**config.mk**
```make
export PLATFORM = sky130hd
export DESIGN_NAME = regfile_2r1w_flat
export DESIGN_NICKNAME = d
export VERILOG_FILES = /design/src/rtl/regfile_pkg.sv /design/src/rtl/regfile_if.sv /design/src/rtl/regfile_word.sv /design/src/rtl/regfile_2r1w.sv /design/src/flat_wrapper.sv
export SDC_FILE = /design/constraint.sdc
export NUM_CORES = 2
export LEC_CHECK = 0
export BUFFER_PORTS_ARGS = -buffer_cell sky130_fd_sc_hd__buf_2
export CAP_MARGIN = 0
export CORE_AREA = 2 2 350 421
export DETAILED_ROUTE_END_ITERATION = 12
export DIE_AREA = 0 0 352 423
export PLACE_DENSITY = 0.58
export SYNTH_ARGS = -nofsm -noshare
export SYNTH_HDL_FRONTEND = slang
export SYNTH_SLANG_ARGS = --single-unit
```
**constraint.sdc**
```tcl
create_clock -name clk -period 2.5 [get_ports clk]
set_clock_uncertainty 0.1 [all_clocks]
set_input_delay 0.125 -clock clk [delete_from_list [all_inputs] [get_ports clk]]
set_output_delay 0.125 -clock clk [all_outputs]
set_load 0.05 [all_outputs]
```
**src/rtl/regfile_pkg.sv**
```systemverilog
// Shared constants, types and helpers for the 2-read/1-write register file.
package regfile_pkg;

  localparam int DEFAULT_WIDTH = 32;
  localparam int DEFAULT_DEPTH = 32;

  typedef logic [DEFAULT_WIDTH-1:0]         word_t;
  typedef logic [$clog2(DEFAULT_DEPTH)-1:0] addr_t;

  function automatic int addr_bits(input int depth);
    return (depth > 1) ? $clog2(depth) : 1;
  endfunction

  // Word 0 is read-only when the zero register is enabled; addresses past DEPTH do not exist.
  function automatic logic addr_writable(input int unsigned addr, input int unsigned depth,
                                         input int unsigned zero_reg);
    return (addr < depth) && !((zero_reg != 0) && (addr == 0));
  endfunction

endpackage

```
**src/rtl/regfile_if.sv**
```systemverilog
// Bus bundle between a register-file client (master) and the register file (slave).
interface regfile_if import regfile_pkg::*; #(
  parameter int WIDTH = DEFAULT_WIDTH,
  parameter int DEPTH = DEFAULT_DEPTH
);
  localparam int AW = addr_bits(DEPTH);

  // Handshake: re/we are sampled on every rising edge with no backpressure; rvalid is a
  // one-cycle pulse meaning rd1/rd2 hold the data for the read sampled at the previous edge.
  logic             we;
  logic [AW-1:0]    waddr;
  logic [WIDTH-1:0] wdata;
  logic             re;
  logic [AW-1:0]    ra1;
  logic [AW-1:0]    ra2;
  logic [WIDTH-1:0] rd1;
  logic [WIDTH-1:0] rd2;
  logic             rvalid;

  modport master (
    output we, waddr, wdata, re, ra1, ra2,
    input  rd1, rd2, rvalid
  );

  modport slave (
    input  we, waddr, wdata, re, ra1, ra2,
    output rd1, rd2, rvalid
  );

endinterface

```
**src/rtl/regfile_word.sv**
```systemverilog
// One storage word: write-enabled register with asynchronous active-low clear.
module regfile_word #(
  parameter int WIDTH = 32
) (
  input  logic             clk,
  input  logic             rst_n,
  input  logic             i_we,
  input  logic [WIDTH-1:0] i_d,
  output logic [WIDTH-1:0] o_q
);

  logic [WIDTH-1:0] r_q;

  always_ff @(posedge clk or negedge rst_n) begin
    if (!rst_n) begin
      r_q <= '0;
    end else if (i_we) begin
      r_q <= i_d;
    end
  end

  assign o_q = r_q;

endmodule

```
**src/rtl/regfile_2r1w.sv**
```systemverilog
// Register file with two registered read ports and one write port.
// Define REGFILE_BYPASS_EN to forward same-edge write data onto a matching read port.
module regfile_2r1w import regfile_pkg::*; #(
  parameter int WIDTH    = DEFAULT_WIDTH,
  parameter int DEPTH    = DEFAULT_DEPTH,
  parameter int ZERO_REG = 1
) (
  input  logic      clk,
  input  logic      rst_n,
  regfile_if.slave  bus
);

  localparam int AW = addr_bits(DEPTH);

  logic [WIDTH-1:0] w_words [DEPTH];
  logic             w_wr_ok;
  logic [WIDTH-1:0] w_rd1;
  logic [WIDTH-1:0] w_rd2;
  logic [WIDTH-1:0] r_rd1;
  logic [WIDTH-1:0] r_rd2;
  logic             r_rvalid;

  assign w_wr_ok = bus.we && addr_writable(32'(bus.waddr), DEPTH, ZERO_REG);

  for (genvar g = 0; g < DEPTH; g++) begin : g_word
    if ((ZERO_REG != 0) && (g == 0)) begin : g_zero
      assign w_words[g] = '0;
    end else begin : g_store
      logic w_we;
      assign w_we = w_wr_ok && (bus.waddr == AW'(g));
      regfile_word #(.WIDTH(WIDTH)) u_word (
        .clk   (clk),
        .rst_n (rst_n),
        .i_we  (w_we),
        .i_d   (bus.wdata),
        .o_q   (w_words[g])
      );
    end
  end

  // Unmatched (out-of-range) addresses fall through to zero.
  always_comb begin
    w_rd1 = '0;
    w_rd2 = '0;
    for (int i = 0; i < DEPTH; i++) begin
      if (bus.ra1 == AW'(i)) w_rd1 = w_words[i];
      if (bus.ra2 == AW'(i)) w_rd2 = w_words[i];
    end
`ifdef REGFILE_BYPASS_EN
    if (w_wr_ok && (bus.waddr == bus.ra1)) w_rd1 = bus.wdata;
    if (w_wr_ok && (bus.waddr == bus.ra2)) w_rd2 = bus.wdata;
`endif
  end

  always_ff @(posedge clk or negedge rst_n) begin
    if (!rst_n) begin
      r_rd1    <= '0;
      r_rd2    <= '0;
      r_rvalid <= 1'b0;
    end else begin
      r_rvalid <= bus.re;
      if (bus.re) begin
        r_rd1 <= w_rd1;
        r_rd2 <= w_rd2;
      end
    end
  end

  assign bus.rd1    = r_rd1;
  assign bus.rd2    = r_rd2;
  assign bus.rvalid = r_rvalid;

endmodule

```
**src/flat_wrapper.sv**
```systemverilog
// flat-port wrapper written by rule: the top's interface ports become plain ports
module regfile_2r1w_flat import regfile_pkg::*;
#(
  parameter int WIDTH    = DEFAULT_WIDTH,
  parameter int DEPTH    = DEFAULT_DEPTH,
  parameter int ZERO_REG = 1
)
  (clk, rst_n, bus_we, bus_waddr, bus_wdata, bus_re, bus_ra1, bus_ra2, bus_rd1, bus_rd2, bus_rvalid);
  regfile_if #(.WIDTH(WIDTH), .DEPTH(DEPTH)) bus_i ();
  input  logic clk;
  input  logic rst_n;
  input wire logic [$bits(bus_i.we)-1:0] bus_we;
  input wire logic [$bits(bus_i.waddr)-1:0] bus_waddr;
  input wire logic [$bits(bus_i.wdata)-1:0] bus_wdata;
  input wire logic [$bits(bus_i.re)-1:0] bus_re;
  input wire logic [$bits(bus_i.ra1)-1:0] bus_ra1;
  input wire logic [$bits(bus_i.ra2)-1:0] bus_ra2;
  output wire logic [$bits(bus_i.rd1)-1:0] bus_rd1;
  output wire logic [$bits(bus_i.rd2)-1:0] bus_rd2;
  output wire logic [$bits(bus_i.rvalid)-1:0] bus_rvalid;
  assign bus_i.we = bus_we;
  assign bus_i.waddr = bus_waddr;
  assign bus_i.wdata = bus_wdata;
  assign bus_i.re = bus_re;
  assign bus_i.ra1 = bus_ra1;
  assign bus_i.ra2 = bus_ra2;
  assign bus_rd1 = bus_i.rd1;
  assign bus_rd2 = bus_i.rd2;
  assign bus_rvalid = bus_i.rvalid;
  regfile_2r1w #(.WIDTH(WIDTH), .DEPTH(DEPTH), .ZERO_REG(ZERO_REG)) u_core (.clk(clk), .rst_n(rst_n), .bus(bus_i));
endmodule
```
==> results_tabular.tex <==
\begin{tabular}{lr}
\hline
Metric & Value \\
\hline
\multicolumn{2}{l}{\textbf{STA}} \\
\quad RSZ-0062 raised after global routing & false \\
\quad Worst hold slack after final layout & 51.90 ps \\
\quad Post-layout worst setup margin & -39.64 ps \\
\quad Final setup fails & 3 \\
\quad Crit share post-route & 101.6\% \\
\quad Number of slew-limit violations in the final report & 0 \\
\quad Fin Setup TNS & -94.15 ps \\
\quad Hold Violations, Final & 0 \\
\quad Period minus WS final & 2540 ps \\
\quad Pin slew with the least headroom to its limit & 1117 ps \\
\quad Relative max-transition margin & 23.63\% \\
\quad Highest clock rate & 0.3938 GHz \\
\multicolumn{2}{l}{\textbf{Pwr}} \\
\quad Leak & 32.69 nW \\
\quad Cell area power density & 729.3 mW/mm\^{}2 \\
\quad VDD IR-drop max & 652.3 uV \\
\quad Total Power Consumption & 53.87 mW \\
\multicolumn{2}{l}{\textbf{Global route}} \\
\quad Maximum number of pins on one net before global-route repair & 102 \\
\quad Vias in the first global route & 54,730 \\
\quad Aggregate global-route resource usage & 43.82\% \\
\quad Grt ovf & 0 \\
\quad Wire length of the first global-routing pass & 457,900 um \\
\quad Number of antenna violations at the first check in global routing & 22 \\
\multicolumn{2}{l}{\textbf{Die}} \\
\quad Chip Height & 423 um \\
\quad Die Wd & 352 um \\
\quad Initial core utilization & 39.84\% \\
\quad Ports placed on the boundary & 116 \\
\quad FP Rows & 153 \\
\quad Total Die Area & 0.1489 mm\^{}2 \\
\quad Area of the core & 0.1445 mm\^{}2 \\
\multicolumn{2}{l}{\textbf{Run status}} \\
\quad Result of the run & finished with violations \\
\quad Failing checks & setup timing \\
\multicolumn{2}{l}{\textbf{Clocking}} \\
\quad Clock input transition at the sequential cells of the worst setup and hold paths & 60 ps \\
\quad Clock tree root buffer cell & clkbuf\_16 \\
\quad Number of buffers added by the clock tree synthesis step & 115 \\
\quad Num Clock Sinks & 1,057 \\
\quad Clock tree from TritonCTS & done \\
\quad Clk\_lat worst skew & 780 ps \\
\quad Setup repair bufs after CTS & 0 \\
\quad Number of H-tree levels & 3 \\
\quad Maximum buffer depth of the clock tree & 3 \\
\multicolumn{2}{l}{\textbf{Worst hold path}} \\
\quad HP Class & primary input to flop \\
\multicolumn{2}{l}{\textbf{Logic synthesis}} \\
\quad Synthesized flop and latch total & 1,057 \\
\quad Count of unique library cells instantiated by Yosys & 92 \\
\quad Prevailing post-synth register cell & dfrtp\_1 \\
\quad Post-Syn Instances & 5,474 \\
\quad Post-synthesis async set-or-reset flop share & 100.0\% \\
\quad Synthesized area divided by synthesized cell count & 10.52 um\^{}2 \\
\quad Total of warnings raised by yosys & 0 \\
\quad Number of enable flip-flop cells after synthesis & 0 \\
\quad Mapped Nets & 5,525 \\
\quad Mapped cell area & 0.05759 mm\^{}2 \\
\quad Sequential-to-total area share from yosys stat & 45.93\% \\
\multicolumn{2}{l}{\textbf{Detailed routing}} \\
\quad Number of DRC violations after detailed-routing iteration 0 & 8,496 \\
\quad Drt wl/cell & 39.73 um \\
\quad DRT Pass-1 Iters & 6 \\
\quad Via count & 56,180 \\
\quad Vias per inst & 6.681 \\
\quad Routed wire length & 334,000 um \\
\quad Remaining number of nets flagged by the antenna check after routing & 0 \\
\quad DR DRC count & 0 \\
\multicolumn{2}{l}{\textbf{Layout}} \\
\quad Commonest non-fill, non-tap cell in the layout & dfrtp\_1 \\
\quad Fraction of final layout cells sized beyond drive strength 1 & 40.63\% \\
\quad Filler instances & 13,350 \\
\quad Finished Layout Cells & 8,408 \\
\quad Nets & 6,417 \\
\quad Post-synthesis to final-layout area growth & 28.27\% \\
\quad Most used cells in the layout excluding fill and tap cells & dfrtp\_1 (1,056), mux2\_2 (1,014), buf\_4 (995), o21ai\_0 (410), a21oi\_1 (326) \\
\multicolumn{2}{l}{\textbf{Critical path}} \\
\quad Most repeated library cell on the critical path & buf\_4 \\
\quad Slowest cell on the critical path & o21ai\_0 \\
\quad Launching element type of the critical path & primary input \\
\quad Cell chain of the critical path & buf\_4 -> buf\_12 -> and3\_1 -> nand2\_1 -> buf\_4 -> buf\_4 -> o21ai\_0 -> a211oi\_1 -> buf\_4 -> o21ai\_0 -> buf\_4 -> a22o\_1 -> a31oi\_1 \\
\quad Maximum fanout along the worst path & 15 \\
\quad Endpoint class of the critical path & flop \\
\quad WP data arrival & 3070 ps \\
\quad Crit Path Class & primary input to flop \\
\quad Count of buffering cells on the critical path with inverters included & 6 \\
\quad Top Family by Delay on Critical Path & buffers and inverters \\
\quad Delay of the slowest cell on the worst path & 490 ps \\
\quad Critical Path RT & 3030 ps \\
\multicolumn{2}{l}{\textbf{Placed design}} \\
\quad Global placer's final weighted congestion & 1.033 \\
\quad Setup slack at placement & -947.5 ps \\
\quad Port bufs & 115 \\
\quad Dpl cells & 8,151 \\
\quad DPL Wire Length & 256,700 um \\
\multicolumn{2}{l}{\textbf{Job}} \\
\quad Reported max-cap violation count & 0 \\
\hline
\end{tabular}
-- metal layers --
layer  GRT usage, %  routed length (um)  vias to the layer above
met3          9.784               32920                     1096
met4          32.41               29270                       12
met5              0                  92                        -
met1          55.31              127400                    28600
met2          65.85              144400                     4038
li1               -                   -                    22430
-- per-stage QoR --
stage               instance area [um^2]  utilization, %
finish                             73870           51.11
global route                       73840           51.09
CTS                                73770           51.04
detailed placement                 69300           47.95
global placement                   69300           47.95
floorplan                          57590               -
-- cell families (layout without fill, tap and decap cells) --
group           Yosys count  in the layout  synth area share [%]
compound gates         1688           1688                 19.30
buf+inv                 565           1552                 4.382
other cells               0             10                     0
mux                    1105           1105                 21.52
flops                  1057           1057                 45.93
simple gates           1059           1059                 8.871
-- registers in the layout, summed over array words and instances (netlist names) --
signal                            cells
u_core.g_word.g_store.u_word.o_q    992
u_core.bus.rvalid                     1
u_core.bus.rd1                       32
u_core.bus.rd2                       32
-- power breakdown --
group	total, mW	internal [mW]	switching (mW)	leakage [nW]
Sequential	24.0	20.4	3.56	13.5
Clock	18.9	11.1	7.86	2.02
Combinational	11.0	4.99	5.99	17.2
-- timing repair --
item	in CTS	in global routing
cloned	0	0
endpoints found under the setup margin	5	14
hold buffers	35	0
resized for setup	8	18
hold endpoints to repair	1491	0
-- worst min-delay path, delay by kind of cell --
family | cells | cell delay (ps)
AND/OR/NAND/NOR | 2 | 340
buffers and inverters | 1 | 230
multiplexers | 1 | 180
-- cell type report --
| class | instances | area (um^2) | area share [%] |
|---|---|---|---|
| multi-input combinational | 3852 | 28950 | 39.19 |
| sequential | 1057 | 26450 | 35.81 |
| timing repair buffer | 1310 | 11820 | 16.00 |
| clock buffer | 155 | 3331 | 4.509 |
| tap | 1937 | 2424 | 3.281 |
| clock inverter | 57 | 752.0 | 1.018 |
| inverter | 30 | 115.1 | 0.1558 |
| antenna | 10 | 25.02 | 0.03388 |
-- final timing paths --
check	from	endpoint	slack, ps	depth (start not counted)
min in group asynchronous	rst_n	u_core.g_word[13].g_store.u_word.o_q[1]$_DFFE_PN0P_	540	4
hold / removal	bus_waddr[1]	u_core.g_word[8].g_store.u_word.o_q[10]$_DFFE_PN0P_	50	4
max in group asynchronous	rst_n	u_core.bus.rd2[27]$_DFFE_PN0P_	1060	5
hold reg to reg	u_core.bus.rd1[1]$_DFFE_PN0P_	u_core.bus.rd1[1]$_DFFE_PN0P_	390	1
setup / recovery	bus_ra2[2]	u_core.bus.rd2[7]$_DFFE_PN0P_	-40	13
setup reg to reg	u_core.g_word[21].g_store.u_word.o_q[21]$_DFFE_PN0P_	u_core.bus.rd2[21]$_DFFE_PN0P_	-30	7
-- synth_stat cells, types with 13 or more instances --
cell type,instances,area [um^2]
buf_1,61,229.0
nand2_1,318,1194
nor2_1,295,1107
mux2_2,1014,11420
a32oi_1,27,236.5
a211oi_1,55,412.9
a21o_1,13,97.59
nand2b_1,34,212.7
a21oi_1,329,1647
a2bb2oi_1,19,166.4
a221oi_1,65,569.3
a22oi_1,123,923.4
inv_1,27,101.4
a31oi_1,45,281.5
o21ai_0,413,2067
o211ai_1,47,352.8
o2111ai_1,21,183.9
nand4_1,22,137.6
a22o_1,28,245.2
o2bb2ai_1,22,192.7
nor3_1,88,440.4
nor4_1,15,93.84
buf_2,188,940.9
clkbuf_1,251,942.2
o21a_1,22,165.2
a211o_1,23,201.4
or3_1,13,81.33
and3_1,28,175.2
o32ai_1,14,122.6
mux2i_1,86,860.8
nand3_1,90,450.4
o221ai_1,45,394.1
nor2b_1,47,294.0
o22a_1,24,210.2
o31ai_1,26,195.2
a221o_1,22,220.2
o22ai_1,188,1176
dfrtp_1,1057,26450
a2111oi_0,13,113.9
buf_4,26,195.2
Note: power is estimated with default switching activity, not from simulation.
